[src/rtl/acq_fifo_writer.sv]
// acq_fifo_writer: gathers one sample from each of the X, Y, current and Z
// sources and writes all four sample FIFOs in the same cycle, with
// decimation, partial-set timeout and overflow accounting.
// Optional feature: define ACQ_TIMESTAMP_EN to pack a free-running cycle
// timestamp into the upper TS_WIDTH bits of every word. Without it, each
// sample is sign-extended to the full FIFO_LENGTH bits.
module acq_fifo_writer #(
   parameter int unsigned FIFO_LENGTH    = 64,
   parameter int unsigned SAMPLE_WIDTH   = 32,
   parameter int unsigned TS_WIDTH       = 32,
   parameter int unsigned TIMEOUT_CYCLES = 1024,
   parameter int unsigned CNT_WIDTH      = 16
) (
   input  logic                    clk,
   input  logic                    reset,
   input  logic                    acq_enable,
   input  logic [15:0]             decim_ratio,
   input  logic                    clear_status,
   input  logic                    x_valid,
   input  logic                    y_valid,
   input  logic                    i_valid,
   input  logic                    z_valid,
   input  logic [SAMPLE_WIDTH-1:0] x_data,
   input  logic [SAMPLE_WIDTH-1:0] y_data,
   input  logic [SAMPLE_WIDTH-1:0] i_data,
   input  logic [SAMPLE_WIDTH-1:0] z_data,
   output logic                    x_wrreq,
   output logic                    y_wrreq,
   output logic                    i_wrreq,
   output logic                    z_wrreq,
   output logic [FIFO_LENGTH-1:0]  x_wrdata,
   output logic [FIFO_LENGTH-1:0]  y_wrdata,
   output logic [FIFO_LENGTH-1:0]  i_wrdata,
   output logic [FIFO_LENGTH-1:0]  z_wrdata,
   input  logic                    x_wrfull,
   input  logic                    y_wrfull,
   input  logic                    i_wrfull,
   input  logic                    z_wrfull,
   output logic [CNT_WIDTH-1:0]    overflow_count,
   output logic [CNT_WIDTH-1:0]    misalign_count,
   output logic                    overflow_sticky
);

   localparam int unsigned NSRC  = 4;
   localparam int unsigned TMO_W = (TIMEOUT_CYCLES > 1) ? $clog2(TIMEOUT_CYCLES) : 1;
`ifdef ACQ_TIMESTAMP_EN
   localparam int unsigned EXT_W = FIFO_LENGTH - TS_WIDTH;
`else
   localparam int unsigned EXT_W = FIFO_LENGTH;
`endif

   // Source vectors, index order {z, i, y, x}
   logic [NSRC-1:0]                    valid_w;
   logic [NSRC-1:0]                    full_w;
   logic [NSRC-1:0][SAMPLE_WIDTH-1:0]  data_w;
   logic [NSRC-1:0][SAMPLE_WIDTH-1:0]  samp_w;
   logic [NSRC-1:0][FIFO_LENGTH-1:0]   word_w;

   logic [NSRC-1:0]                    have_q, have_d;
   logic [NSRC-1:0][SAMPLE_WIDTH-1:0]  hold_q, hold_d;
   logic [NSRC-1:0][FIFO_LENGTH-1:0]   wrdata_q, wrdata_d;
   logic                               wrreq_q, wrreq_d;
   logic [TMO_W-1:0]                   tmo_q, tmo_d;
   logic [15:0]                        dec_q, dec_d;
   logic [CNT_WIDTH-1:0]               ovf_q, ovf_d;
   logic [CNT_WIDTH-1:0]               mis_q, mis_d;
   logic                               sticky_q, sticky_d;

   logic [15:0]                        dec_last;
   logic                               complete;
   logic                               timeout;
   logic                               selected;
   logic                               any_full;
   logic                               ovf_inc;

   assign valid_w = {z_valid, i_valid, y_valid, x_valid};
   assign full_w  = {z_wrfull, i_wrfull, y_wrfull, x_wrfull};
   assign data_w  = {z_data, i_data, y_data, x_data};

`ifdef ACQ_TIMESTAMP_EN
   logic [TS_WIDTH-1:0] ts_q, ts_d;

   assign ts_d = ts_q + TS_WIDTH'(1);

   // Free-running cycle timestamp, wraps modulo 2^TS_WIDTH
   always_ff @(posedge clk) begin
      if (reset) ts_q <= '0;
      else       ts_q <= ts_d;
   end
`endif

   // Effective sample per source (same-cycle strobe wins) and packed word
   always_comb begin
      samp_w = '0;
      word_w = '0;
      for (int unsigned i = 0; i < NSRC; i++) begin
         samp_w[i] = valid_w[i] ? data_w[i] : hold_q[i];
`ifdef ACQ_TIMESTAMP_EN
         word_w[i] = {ts_q, EXT_W'(signed'(samp_w[i]))};
`else
         word_w[i] = EXT_W'(signed'(samp_w[i]));
`endif
      end
   end

   // Set completion, timeout, decimation selection and next-state logic
   always_comb begin
      complete = acq_enable & (&(have_q | valid_w));
      timeout  = acq_enable & (|have_q) & ~complete &
                 (tmo_q == TMO_W'(TIMEOUT_CYCLES - 1));
      dec_last = (decim_ratio > 16'd1) ? (decim_ratio - 16'd1) : '0;
      selected = (dec_q == '0);
      any_full = |full_w;
      ovf_inc  = complete & selected & any_full;

      have_d   = have_q;
      hold_d   = hold_q;
      tmo_d    = tmo_q;
      dec_d    = dec_q;

      if (acq_enable) begin
         for (int unsigned i = 0; i < NSRC; i++) begin
            if (valid_w[i]) hold_d[i] = data_w[i];
         end
      end

      // Completion and timeout both swallow same-cycle strobes; nothing
      // carries over into the next set from those cycles.
      if (!acq_enable) begin
         have_d = '0;
         tmo_d  = '0;
         dec_d  = '0;
      end else if (complete) begin
         have_d = '0;
         tmo_d  = '0;
         dec_d  = (dec_q >= dec_last) ? '0 : (dec_q + 16'd1);
      end else if (timeout) begin
         have_d = '0;
         tmo_d  = '0;
      end else begin
         have_d = have_q | valid_w;
         tmo_d  = (|have_q) ? (tmo_q + TMO_W'(1)) : '0;
      end

      wrreq_d  = complete & selected & ~any_full;
      wrdata_d = wrreq_d ? word_w : wrdata_q;

      ovf_d    = ovf_q;
      mis_d    = mis_q;
      sticky_d = sticky_q;
      if (clear_status) begin
         ovf_d    = '0;
         mis_d    = '0;
         sticky_d = 1'b0;
      end else begin
         if (ovf_inc && !(&ovf_q)) ovf_d = ovf_q + CNT_WIDTH'(1);
         if (timeout && !(&mis_q)) mis_d = mis_q + CNT_WIDTH'(1);
         if (ovf_inc)              sticky_d = 1'b1;
      end
   end

   // State and output registers
   always_ff @(posedge clk) begin
      if (reset) begin
         have_q   <= '0;
         hold_q   <= '0;
         wrdata_q <= '0;
         wrreq_q  <= 1'b0;
         tmo_q    <= '0;
         dec_q    <= '0;
         ovf_q    <= '0;
         mis_q    <= '0;
         sticky_q <= 1'b0;
      end else begin
         have_q   <= have_d;
         hold_q   <= hold_d;
         wrdata_q <= wrdata_d;
         wrreq_q  <= wrreq_d;
         tmo_q    <= tmo_d;
         dec_q    <= dec_d;
         ovf_q    <= ovf_d;
         mis_q    <= mis_d;
         sticky_q <= sticky_d;
      end
   end

   // A write registered for this cycle is dropped if reset is asserted now
   assign x_wrreq = wrreq_q & ~reset;
   assign y_wrreq = wrreq_q & ~reset;
   assign i_wrreq = wrreq_q & ~reset;
   assign z_wrreq = wrreq_q & ~reset;

   assign x_wrdata = wrdata_q[0];
   assign y_wrdata = wrdata_q[1];
   assign i_wrdata = wrdata_q[2];
   assign z_wrdata = wrdata_q[3];

   assign overflow_count  = ovf_q;
   assign misalign_count  = mis_q;
   assign overflow_sticky = sticky_q;

endmodule

[config.mk]
export PLATFORM = sky130hd
export DESIGN_NAME = acq_fifo_writer
export DESIGN_NICKNAME = d
export VERILOG_FILES = /design/src/rtl/acq_fifo_writer.sv
export SDC_FILE = /design/constraint.sdc
export NUM_CORES = 1
export LEC_CHECK = 0
export CAP_MARGIN = 25
export CORE_ASPECT_RATIO = 0.8
export CORE_MARGIN = 3
export CORE_UTILIZATION = 35
export CTS_BUF_LIST = sky130_fd_sc_hd__clkbuf_8
export CTS_CLUSTER_DIAMETER = 150
export CTS_CLUSTER_SIZE = 24
export DETAILED_ROUTE_END_ITERATION = 7
export SKIP_LAST_GASP = 1
export SLEW_MARGIN = 10
export SYNTH_ARGS = -nofsm -noshare
export SYNTH_HDL_FRONTEND = slang
export SYNTH_SLANG_ARGS = --single-unit
[constraint.sdc]
create_clock -name clk -period 5.52 [get_ports clk]
set_input_delay 1.104 -clock clk [delete_from_list [all_inputs] [get_ports clk]]
set_output_delay 1.104 -clock clk [all_outputs]
set_load 0.1 [all_outputs]
==> metrics, run 1 <==
number of enable flip-flop cells after synthesis 0; yosys warns 0; Initial Utilization between 30 and 40%; worst hold path class flop to flop; fin crit share 78.9%; reg-to-reg critical path startpoint dec_q[0]; CP startpoint kind primary input; worst-case register-to-register setup slack roughly 2.9 ns; Clk pin slew, worst setup/hold paths ~0.15 ns; DRC violation count after routing 0; deepest level of the CTS H-tree 1; total of max-cap violations 0; Routed Antenna Nets 0; global-route congestion overflow total 0; quantity of gates resized following cts 0; detailed-route wire length per cell between 15 and 20 microns; count of buffers from port buffering between 400 and 500; net count after synthesis ~1900; number of cell rows 66; Final Critical Period between 4 and 5 ns; endpoint arrival time on the critical path 4.85 ns; highest net fanout along the worst path 16; placed cell count around 2500; starting DRC count in detailed routing 648; number of fill cells in the layout 3898; crit path kind primary input to flop; Synth cell types 52; final-layout setup total negative slack 0 ns; TritonCTS sink count 320; I/O pin count about 450; actual slew at the worst max-slew pin 1.09 ns; x dimension of the die approximately 240 microns; RSZ-0062 raised after global routing no; Total Routed Length 43100 microns; vertical die dimension around 190 microns; outcome finished clean; Critical Path Start decim_ratio[4]; Mean Syn Cell Area 8.60 sq um; total power density per cell area between 200 and 250 nW/um^2; cell count after synthesis between 1500 and 2000; post-route non-filler standard cell count between 2000 and 3000; Post-CTS Setup Repair Bufs 0; highest attainable clock frequency 230 MHz; final setup violation count 0; detailed-route via count ~13000; Avg Vias per Cell 4.97; cell area after synthesis between 10000 and 15000 sq um; largest buffer count on any clock path 3; CTS root buf sky130_fd_sc_hd__clkbuf_8; origin of the worst min-delay path hold_q[36]; Overall Power 3910 uW; Final Hold Violating Endpoints 0; worst rel slew slack 27.0%; type of element capturing the critical path flop; Final GP Congestion 0.835; sequential-to-total area share from yosys stat 43.2%; share of cells above drive strength 1 ~5.1%; Async SR Flop Fraction 0%; Detailed Routing Iterations Pass 1 4; setup clock skew after layout 0.0345 ns; area added between synthesis and finish 29.1%; Pleak approximately 0.0067 uW; CTS tree built; post-route core utilization approximately 46%; worst vdd rail ir drop 0.000203 V; first-pass GRT wire length 66600 microns; GRT Total Usage about 18%; most frequently used flop master after synthesis sky130_fd_sc_hd__dfxtp_1; CP required 6.02 ns; cts bufs inserted 17; clock insertion delay at the later pin of the skew report 0.59 ns; pin count of the biggest net entering global routing ~120; die area 44900 sq um; Core Area between 40000 and 50000 sq um; via count of the first global-routing pass between 10000 and 15000; detailed placement HPWL 30300 microns; NumNets Final about 2200; initial antenna violation count 4; count of final max-slew check failures 0; register bit count reported by yosys 320; count of hold-fix buffers inserted at cts 0
## cells by family (layout without fill, tap and decap cells)
family,Yosys count,after routing,synth area share (%)
simple gates,627,627,18.3
compound gates,325,325,14.9
flops,320,320,43.2
buf+inv,258,511,10.4
mux,133,133,8.98
xor+xnor,39,39,2.30
fa+ha+maj,23,23,1.94
other cells,0,2,0
## metal layers
layer  vias to the layer above  GRT usage, %  part of all wire, %
met5                         -             0                0.051
met4                         4          4.44                  2.2
met3                        52          4.26                  6.4
met2                       313          30.5                   47
met1                      5879          23.5                   44
li1                       6304             -                    -
## flip-flops by register name (all words and copies together), names as in the netlist
name	cells
have_q	4
dec_q	16
overflow_sticky	1
misalign_count	16
z_wrdata	32
tmo_q	10
hold_q	128
y_wrdata	32
overflow_count	16
i_wrdata	32
x_wrdata	32
wrreq_q	1
## cells in the mapped netlist (25+ instances only)
cell	n	area share, %
sky130_fd_sc_hd__a211oi_1	95	4.8
sky130_fd_sc_hd__a211oi_2	33	2.8
sky130_fd_sc_hd__a21oi_1	156	5.3
sky130_fd_sc_hd__buf_4	145	7.3
sky130_fd_sc_hd__clkbuf_1	75	1.9
sky130_fd_sc_hd__dfxtp_1	320	43
sky130_fd_sc_hd__mux2i_1	133	9.0
sky130_fd_sc_hd__nand2_1	307	7.8
sky130_fd_sc_hd__nand3_1	26	0.88
sky130_fd_sc_hd__nor2_1	183	4.6
sky130_fd_sc_hd__xor2_1	25	1.5
## placed cells by master (no fill, tap or decap), types with 25 or more instances in the layout
| master | instances |
|---|---|
| sky130_fd_sc_hd__a211oi_1 | 95 |
| sky130_fd_sc_hd__a211oi_2 | 33 |
| sky130_fd_sc_hd__a21oi_1 | 156 |
| sky130_fd_sc_hd__clkdlybuf4s50_1 | 443 |
| sky130_fd_sc_hd__dfxtp_1 | 320 |
| sky130_fd_sc_hd__mux2i_1 | 133 |
| sky130_fd_sc_hd__nand2_1 | 307 |
| sky130_fd_sc_hd__nand3_1 | 26 |
| sky130_fd_sc_hd__nor2_1 | 183 |
| sky130_fd_sc_hd__xor2_1 | 25 |
## worst paths after layout
path / end / cells after the start
worst min register to register: hold_q[36] / 2
worst max register to register: y_wrdata[28] / 9
worst max-delay path: dec_q[14] / 13
worst min-delay path: hold_q[36] / 2
## final cells by class
| cell class | instances | area [sq um] | share of cell area, % |
|---|---|---|---|
| Clock buffer | 17 | 234 | 1.22 |
| Tap cell | 544 | 681 | 3.56 |
| Multi-Input combinational cell | 1147 | 6890 | 36.0 |
| Inverter | 11 | 41.3 | 0.216 |
| Timing Repair Buffer | 481 | 4860 | 25.4 |
| Antenna cell | 2 | 5.00 | 0.0262 |
| Clock inverter | 2 | 23.8 | 0.124 |
| Sequential cell | 320 | 6410 | 33.5 |
## where the power goes
part / internal, uW / switching, uW / total [uW]
registers: 2360 / 23.8 / 2380
logic: 208 / 279 / 487
clock network: 294 / 751 / 1040
total: 2860 / 1050 / 3910
## worst max-delay path, cell delays in order
cell	delay, ns
sky130_fd_sc_hd__clkdlybuf4s50_1	0.48
sky130_fd_sc_hd__or4_1	0.58
sky130_fd_sc_hd__nor3_1	0.51
sky130_fd_sc_hd__nand3_1	0.20
sky130_fd_sc_hd__xnor2_1	0.22
sky130_fd_sc_hd__nand2_1	0.08
sky130_fd_sc_hd__ha_1	0.29
sky130_fd_sc_hd__nand4_1	0.11
sky130_fd_sc_hd__or3_1	0.35
sky130_fd_sc_hd__or4_1	0.42
sky130_fd_sc_hd__a31oi_2	0.18
sky130_fd_sc_hd__buf_4	0.24
sky130_fd_sc_hd__nor2_1	0.08
## metrics by stage
step | hold slack, ns | worst slack, ns | area [sq um]
5_1_grt | 0.480 | 0.947 | 19100
3_5_place_dp | 0.446 | 0.545 | 18800
4_1_cts | 0.465 | 1.23 | 19100
2_1_floorplan | 0.436 | 1.00 | 14800
6_report | 0.462 | 1.16 | 19100
3_3_place_gp | 0.437 | 0.669 | 18700
No activity file was read; power rests on OpenSTA's default activity.
==> run 2, diff against run 1 <==
==> constraint.sdc (replaced) <==
create_clock -name clk -period 4 [get_ports clk]
set_input_delay 0.8 -clock clk [delete_from_list [all_inputs] [get_ports clk]]
set_output_delay 0.8 -clock clk [all_outputs]
set_load 0.1 [all_outputs]
==> run 2 against run 1 <==
Worst setup slack lost 0.86 ns. Routed wire length barely moved. Utilization fell by 0.59 points. Worst hold slack worse by 0.0020 ns. Non-clock buffer count up 15. Die area unchanged. Clock-buffer cell count unchanged. Cell count is 0.55% higher. Critical path depth grew 1. Sequential cell count unchanged. Critical path type unchanged. Critical endpoint is now dec_q[11]. Highest routed layer unchanged.
==> metrics, run 2 (synthesized netlist as in run 1, its figures left out) <==
endpoint arrival time on the critical path 4.19 ns (-0.66 ns); first-pass GRT wire length 66500 microns (-0.24%); Clk pin slew, worst setup/hold paths 0.14 ns (about the same); Initial Utilization 36.0% (unchanged); count of final max-slew check failures 0 (unchanged); Core Area 41200 sq um (unchanged); largest buffer count on any clock path 3 (unchanged); cts bufs inserted 17 (unchanged); post-route non-filler standard cell count 2538 (+0.55%); master of the slowest instance on the critical path sky130_fd_sc_hd__or4_1; CP required 4.49 ns (-1.53 ns); crit path kind primary input to flop; number of cell rows 66 (unchanged); number of fill cells in the layout 3978 (+2.1%); worst rel slew slack 27.4% (+0.39 points); starting DRC count in detailed routing 652 (+0.62%); Pleak 0.00700 uW (+5.3%); flip-flop count of the largest register after layout 128 (unchanged); total power density per cell area 286 nW/um^2 (+40%); actual slew at the worst max-slew pin 1.09 ns (-0.00586 ns); setup clock skew after layout 0.0367 ns (+0.00221 ns); count of hold-fix buffers inserted at cts 0 (unchanged); post-place instance area 18600 sq um (-1.4%); most frequent CP cell sky130_fd_sc_hd__or4_1; detailed-route via count 12600 (+0.38%); via count of the first global-routing pass 11700 (-0.26%); detailed placement HPWL 30400 microns (+0.27%); DRC violation count after routing 0 (unchanged); depth of the worst hold-timing path 2 (unchanged); x dimension of the die 236 microns (unchanged); origin of the worst min-delay path hold_q[8]; fin crit share 92.5%; capturing point of the worst reg2reg path z_wrdata[29]; CP startpoint kind primary input; quantity of gates resized following cts 0 (unchanged); die area 44900 sq um (unchanged); share of cells above drive strength 1 12.7% (+7.6 points); detailed-route wire length per cell 17.0 microns (-0.50%); CTS tree built; total of max-cap violations 0 (unchanged); initial antenna violation count 5 (+1); vertical die dimension 190 microns (unchanged); commonest cells after routing, fill and taps aside sky130_fd_sc_hd__dfxtp_1, sky130_fd_sc_hd__nand2_1, sky130_fd_sc_hd__clkdlybuf4s50_1, sky130_fd_sc_hd__nor2_1, sky130_fd_sc_hd__buf_4; count of buffers from port buffering 448 (unchanged); endpoint with the worst hold slack hold_q[8]; Avg Vias per Cell 4.96 (-0.17%); clock insertion delay at the later pin of the skew report 0.59 ns (about the same); Layout Cell Area excl Fill 18900 sq um (-1.3%); worst hold path class flop to flop; Cell Chain, Critical Path clkdlybuf4s50_1 -> or4_1 -> nor4_2 -> buf_4 -> nand3b_1 -> xnor2_1 -> nand2_1 -> ha_1 -> nand4_1 -> or3_1 -> or4_1 -> a31oi_2 -> buf_12 -> nor2_1; worst vdd rail ir drop 0.000225 V (+11%); RSZ-0062 raised after global routing no; outcome finished clean; global-route congestion overflow total 0 (unchanged); I/O pin count 449 (unchanged); placed cell count 2514 (+0.60%); Detailed Routing Iterations Pass 1 5 (+1); logic depth of the worst register-to-register path 9 (unchanged); CTS root buf sky130_fd_sc_hd__clkbuf_8; TritonCTS sink count 320 (unchanged); most common library cell in the layout ignoring fill and taps sky130_fd_sc_hd__dfxtp_1; Total Routed Length 43200 microns (about the same); Post-CTS Setup Repair Bufs 0 (unchanged); Routed Antenna Nets 0 (unchanged); Final Critical Period approximately 3.7 ns; worst-case register-to-register setup slack 1.52 ns (-1.42 ns); deepest level of the CTS H-tree 1 (unchanged); register with the most flip-flops hold_q; highest attainable clock frequency 270 MHz; type of element capturing the critical path flop; Final Hold Violating Endpoints 0 (unchanged); reg-to-reg critical path startpoint dec_q[0]; Final GP Congestion 0.819 (-1.9%); maximum single-stage delay on the critical path 0.61 ns (+0.03 ns); highest net fanout along the worst path 16 (unchanged); GRT Total Usage 18.1% (about the same); NumNets Final 2172 (+0.70%); area added between synthesis and finish 27.4%; final setup violation count 0 (unchanged); pin count of the biggest net entering global routing 157 (+33%)
[run 2: where the power goes]
group	internal (uW)	switching, uW
Sequential	3250	33.4
Combinational	299	385
Clock	405	1030
[run 2: critical path: cells and delay by family]
| kind | cells | cell delay [ns] |
|---|---|---|
| simple gates | 8 | 1.91 |
| buf+inv | 3 | 0.76 |
| fa+ha+maj | 1 | 0.29 |
| compound gates | 1 | 0.24 |
| xor+xnor | 1 | 0.18 |
[run 2: per-layer routing]
layer  GRT usage, %  up-vias  wire length, microns
li1               -     6328                     -
met1           23.9     5899                 19300
met2           30.4      317                 20300
met3           3.83       50                  2520
met4           4.21        6                   999
met5              0        -                    34
[run 2: through the flow]
stage / util (%) / worst slack (ns) / TNS, ns / hold slack, ns / total power (uW)
5_1_grt: 45.8 / 0.133 / 0 / 0.477 / 5670
3_5_place_dp: 45.0 / -0.331 / -5.15 / 0.446 / 4050
6_report: 45.9 / 0.300 / 0 / 0.460 / 5410
3_3_place_gp: 45.0 / -0.213 / -3.39 / 0.439 / 4030
2_1_floorplan: - / 0.0897 / 0 / 0.436 / 3750
4_1_cts: 45.7 / 0.340 / 0 / 0.461 / 5520
[run 2: cell type report]
cell class	count	area [sq um]	share of cell area, %
Inverter	11	41.3	0.219
Clock inverter	2	23.8	0.126
Clock buffer	17	234	1.24
Sequential cell	320	6410	33.9
Timing Repair Buffer	496	4610	24.4
Tap cell	544	681	3.60
Antenna cell	1	2.50	0.0132
Multi-Input combinational cell	1147	6900	36.5
[run 2: worst max-delay path by stage]
stage	to	cells past startpoint	startpoint	slack [ns]
2_1_floorplan	x_wrreq	4	reset	0.09
3_3_place_gp	dec_q[11]	14	decim_ratio[5]	-0.21
3_5_place_dp	dec_q[11]	14	decim_ratio[5]	-0.33
4_1_cts	dec_q[11]	14	decim_ratio[5]	0.34
5_1_grt	dec_q[4]	14	decim_ratio[5]	0.13
6_report	dec_q[11]	14	decim_ratio[5]	0.30
